## config.mk

```make
export PLATFORM = sky130hd
export DESIGN_NAME = phase_select_ctrl
export DESIGN_NICKNAME = d
export VERILOG_FILES = /design/src/rtl/phase_select_ctrl.sv
export SDC_FILE = /design/constraint.sdc
export NUM_CORES = 1
export LEC_CHECK = 0
export CORE_ASPECT_RATIO = 1.5
export CORE_UTILIZATION = 45
export CTS_BUF_LIST = sky130_fd_sc_hd__clkbuf_16
export CTS_CLUSTER_SIZE = 14
export DETAILED_ROUTE_END_ITERATION = 16
export GPL_ROUTABILITY_DRIVEN = 0
export PLACE_DENSITY = 0.78
export SYNTH_ARGS = -nofsm -noshare
export SYNTH_HDL_FRONTEND = slang
export SYNTH_SLANG_ARGS = --single-unit
```

## constraint.sdc

```tcl
create_clock -name clk -period 2.4 [get_ports clk]
set_clock_uncertainty 0.15 [all_clocks]
set_input_delay 0.24 -clock clk [delete_from_list [all_inputs] [get_ports clk]]
set_output_delay 0.24 -clock clk [all_outputs]
set_load 0.1 [all_outputs]
```

## src/rtl/phase_select_ctrl.sv

```systemverilog
// Glitch-free 4-phase clock selector: a quadrature legality monitor gates
// requests, and a drain/park/commit sequence moves the output between phases.
module phase_select_ctrl (
  input  logic       clk,
  input  logic       rst,
  input  logic [3:0] ph_in,
  input  logic       req_valid,
  input  logic [1:0] req_sel,
  output logic       req_ready,
  output logic       done,
  output logic       abort,
  output logic [1:0] cur_sel,
  output logic       phase_out,
  output logic       lock,
  output logic [7:0] err_cnt
);

  typedef enum logic [1:0] {IDLE, DRAIN, PARK, COMMIT} state_t;

  state_t     state_q, state_d;
  logic [1:0] cur_sel_q, cur_sel_d;
  logic [1:0] nxt_sel_q, nxt_sel_d;
  logic       phase_out_q, phase_out_d;
  logic       done_q, done_d;
  logic       abort_q, abort_d;
  logic       lock_q, lock_d;
  logic [7:0] err_cnt_q, err_cnt_d;
  logic [3:0] run_q, run_d;
  logic [3:0] tmo_q, tmo_d;
  logic [1:0] prev_q, prev_d;
  logic       first_q, first_d;

  logic       cmp_ok;
  logic       toggle_ok;
  logic       legal;
  logic       accept;
  logic       timeout;
  logic [3:0] tmo_inc;
  logic [1:0] out_sel;

  assign req_ready = (state_q == IDLE) && lock_q;
  assign accept    = req_valid && req_ready;

  // Only the 0/90 degree bits carry information; the upper pair must mirror them.
  always_comb begin
    cmp_ok    = (ph_in[2] == ~ph_in[0]) && (ph_in[3] == ~ph_in[1]);
    toggle_ok = ^(ph_in[1:0] ^ prev_q);
    legal     = cmp_ok && (first_q || toggle_ok);
    prev_d    = ph_in[1:0];
    first_d   = 1'b0;
    if (!legal)
      run_d = 4'd0;
    else if (run_q == 4'd8)
      run_d = run_q;
    else
      run_d = run_q + 4'd1;
    lock_d = (run_d == 4'd8);
    if (!legal && (err_cnt_q != 8'hFF))
      err_cnt_d = err_cnt_q + 8'd1;
    else
      err_cnt_d = err_cnt_q;
  end

  always_comb begin
    state_d   = state_q;
    cur_sel_d = cur_sel_q;
    nxt_sel_d = nxt_sel_q;
    tmo_d     = tmo_q;
    done_d    = 1'b0;
    abort_d   = 1'b0;
    tmo_inc   = tmo_q + 4'd1;
    timeout   = (tmo_inc == 4'd8);
    case (state_q)
      IDLE: begin
        if (accept) begin
          nxt_sel_d = req_sel;
          tmo_d     = 4'd0;
          state_d   = (req_sel == cur_sel_q) ? COMMIT : DRAIN;
        end
      end
      DRAIN: begin
        tmo_d = tmo_inc;
        if (!lock_q || timeout) begin
          done_d  = 1'b1;
          abort_d = 1'b1;
          state_d = IDLE;
        end else if (!ph_in[cur_sel_q]) begin
          state_d = PARK;
        end
      end
      PARK: begin
        tmo_d = tmo_inc;
        if (!lock_q || timeout) begin
          done_d  = 1'b1;
          abort_d = 1'b1;
          state_d = IDLE;
        end else if (!ph_in[nxt_sel_q]) begin
          state_d = COMMIT;
        end
      end
      COMMIT: begin
        cur_sel_d = nxt_sel_q;
        done_d    = 1'b1;
        state_d   = IDLE;
      end
      default: state_d = IDLE;
    endcase
    // COMMIT already follows the new phase so the low gap from PARK is not cut short.
    out_sel     = (state_q == COMMIT) ? nxt_sel_q : cur_sel_q;
    phase_out_d = (state_q == PARK) ? 1'b0 : ph_in[out_sel];
  end

  always_ff @(posedge clk or posedge rst) begin
    if (rst) begin
      state_q     <= IDLE;
      cur_sel_q   <= 2'd0;
      nxt_sel_q   <= 2'd0;
      phase_out_q <= 1'b0;
      done_q      <= 1'b0;
      abort_q     <= 1'b0;
      lock_q      <= 1'b0;
      err_cnt_q   <= 8'd0;
      run_q       <= 4'd0;
      tmo_q       <= 4'd0;
      prev_q      <= 2'd0;
      first_q     <= 1'b1;
    end else begin
      state_q     <= state_d;
      cur_sel_q   <= cur_sel_d;
      nxt_sel_q   <= nxt_sel_d;
      phase_out_q <= phase_out_d;
      done_q      <= done_d;
      abort_q     <= abort_d;
      lock_q      <= lock_d;
      err_cnt_q   <= err_cnt_d;
      run_q       <= run_d;
      tmo_q       <= tmo_d;
      prev_q      <= prev_d;
      first_q     <= first_d;
    end
  end

  assign done      = done_q;
  assign abort     = abort_q;
  assign cur_sel   = cur_sel_q;
  assign phase_out = phase_out_q;
  assign lock      = lock_q;
  assign err_cnt   = err_cnt_q;

endmodule

```

==> run_results.csv <==
group,metric,value,unit
run_status,status,"finished clean",
global_route,grt_max_degree,30,
sta,setup_tns,0,ns
critical_path,arrival,1.87,ns
clocking,clk_path_buf_depth,2,
yosys,ys_types,35,
global_route,antenna_found_initial,0,
clocking,cts_buffers,5,
sta,setup_viol_count_final,0,
critical_path,required,2.41,ns
final_layout,mostFrequentLayoutCells,"dfrtp_1, buf_4, nand2_1",
power,vdd_ir_drop_max,0.00123,V
yosys,synthCells,136,
critical_path,end_kind,"register",
clocking,clk_pin_slew,0.05,ns
sta,finalMaxSlewViolations,0,
critical_path,critPathKind,"register to register",
route,drc,0,
yosys,synth-compound-area-share,0.0843,
clocking,cts_setup_buffers,0,
critical_path,cp_num_buf_inv,0,
final_layout,layout-drive-gt1-share,0.185,
critical_path,critPathMaxStageDelay,0.53,ns
critical_path,cp_top_family,"multiplexers",
place,placed_area,1790,µm²
sta,period_minus_slack,1.86,ns
floorplanning,die_h,73.4,µm
critical_path,rr_startpoint,"state_q[0]",
global_route,overflow,0,
floorplanning,die_area,3640,µm²
yosys,ys_warn_count,0,
sta,max_freq,537,MHz
final_layout,stdcell_count,208,
yosys,synth_xor_area_frac,0.0917,
critical_path,start_kind,"register",
final_layout,n_antenna_cell,0,
final_layout,multi_input_area,769,µm²
yosys,syn_nets,154,
critical_path,path_cells,"ha_1 -> mux2_2 -> mux4_1 -> nor2b_1",
global_route,grtUsageTotal,0.182,
floorplanning,die_x,49.6,µm
global_route,grt_pass1_vias,1143,
route,wl_per_cell,13.4,µm
power,p_per_area,1360,nW/µm²
final_layout,layout_commonest_cell,"dfrtp_1",
clocking,clock-sinks,29,
floorplanning,start_util,0.479,
final_layout,fillCellCount,267,
final_layout,syn_to_final_growth,25.9,%
sta,fin_crit_sh,0.776,
power,leakagePower,0.000877,µW
clocking,tritoncts,"done",
place,place_ws,0.381,ns
final_layout,nets,185,
route,routed_wl,2790,µm
route,vias,1101,
yosys,muxShareOfSynthArea,0.107,
floorplanning,core,3190,µm²
sta,hold_viol_final,0,
clocking,cts_hold_buffers,0,
flow_run,maxCapViolCount,0,
critical_path,critical-path-slowest-cell,"mux4_1",
worst_hold_path,hold_class,"primary input to asynchronous set/reset pin",
floorplanning,num_rows,25,
floorplanning,io_pins,24,
place,dp_hpwl,2080,µm
route,drt-initial-drc-count,40,
yosys,synthSimpleGateAreaFrac,0.143,
route,viasPerCell,5.29,
route,dr.pass1.iters,5,
yosys,synth-adder-area-share,0.0736,
final_layout,register_area,727,µm²
yosys,ys_ff_latch,29,
clocking,cts-resized-gates,0,
critical_path,rrSetupSlack,0.54,ns
yosys,syn_area_per_cell,11.2,µm²
clocking,htreeDepth,2,
clocking,clk_latency,0.28,ns
yosys,yosysSeqAreaShare,0.475,
place,port_buffers,23,
sta,finalWorstSetupSlack,0.538,ns
global_route,grt_pass1_wl,4900,µm
critical_path,path_max_fanout,3,
final_layout,final_area,1930,µm²
route,ant_nets,0,
yosys,synth_area,1530,µm²
sta,rsz0062_at_grt,"no",
critical_path,critPathLaunch,"state_q[0]",
place,placedCellCount,200,
clocking,cts_root_buf,"clkbuf_16",
final_layout,final_util,0.604,
yosys,synth_top_family_by_area,"simple AND/OR/NAND/NOR gates",
[power breakdown]
group / internal (µW) / switching [µW] / total [µW]
clock: 370 / 196 / 566
sequential: 630 / 128 / 759
combinational: 382 / 919 / 1300
[cell families (layout without fill, tap and decap cells)]
kind of cell	Yosys count	after routing
muxes	12	12
buffers and inverters	7	39
other	1	1
DFF	29	29
adders and majority gates	9	9
xor gates and xnor gates	16	16
and+or+nand+nor	44	44
AOI/OAI and AO/OA	18	18
[synth_stat cells]
cell / instances / area [µm²]
nor2_1: 7 / 26.3
a32o_1: 1 / 10.0
nand2b_1: 2 / 12.5
a21boi_0: 1 / 7.51
nor4_1: 1 / 6.26
and3b_1: 1 / 8.76
a32oi_1: 1 / 8.76
mux2i_1: 4 / 40.0
a22oi_1: 1 / 7.51
a21oi_1: 2 / 10.0
nand3b_1: 1 / 7.51
o211ai_1: 1 / 7.51
inv_1: 6 / 22.5
conb_1: 1 / 3.75
ha_1: 9 / 113
dfrtp_1: 28 / 701
dfstp_2: 1 / 26.3
o31a_1: 1 / 8.76
buf_6: 1 / 11.3
o21ai_0: 4 / 20.0
a31oi_1: 2 / 12.5
nand4_1: 3 / 18.8
nand2_1: 13 / 48.8
o22ai_1: 1 / 6.26
o211ai_2: 1 / 12.5
mux2_2: 5 / 56.3
xor2_1: 4 / 35.0
and3_1: 3 / 18.8
mux4_1: 2 / 52.6
nand3_1: 8 / 40.0
mux2_4: 1 / 15.0
a22o_1: 2 / 17.5
nor2b_1: 1 / 6.26
and2_1: 4 / 25.0
xnor2_1: 12 / 105
[worst register-to-register path: stages (launching register included)]
cell     delay, ns
dfrtp_1       0.41
ha_1          0.25
mux2_2        0.26
mux4_1        0.53
nor2b_1       0.14
[metrics by stage]
stage	power, µW	hold slack [ns]
2_1_floorplan	1780	0.121
3_3_place_gp	2040	0.334
3_5_place_dp	2070	0.335
4_1_cts	2650	0.204
5_1_grt	2760	0.250
6_report	2630	0.187
[area by class of cell]
type,count,area share
clock buffer,5,0.0650
clock inverter,3,0.00585
inverter,6,0.0117
multi-input combinational,100,0.400
sequential,29,0.378
tap,40,0.0260
timing repair buffer,25,0.114
[final timing paths]
| check | endpoint | depth (start not counted) |
|---|---|---|
| max | phase_out | 4 |
| min | run_q[1] | 3 |
| max reg2reg | phase_out | 4 |
| min reg2reg | err_cnt[5] | 1 |
| max in group asynchronous | first_q | 3 |
| min in group clk | err_cnt[5] | 1 |
[metal layers]
layer / wire (µm) / track usage / vias to the layer above
li1: - / - / 544
met1: 1180 / 0.203 / 529
met2: 1450 / 0.315 / 21
met3: 102 / 0.0497 / 7
met4: 59 / 0.0952 / 0
met5: 0 / 0 / -
[state kept, by name, indices dropped and copies added (netlist names)]
register / count
run_q: 4
cur_sel: 2
state_q: 2
nxt_sel_q: 2
tmo_q: 4
abort: 1
done: 1
err_cnt: 8
lock: 1
phase_out: 1
prev_q: 2
first_q: 1
Note: power is estimated with default switching activity, not from simulation.
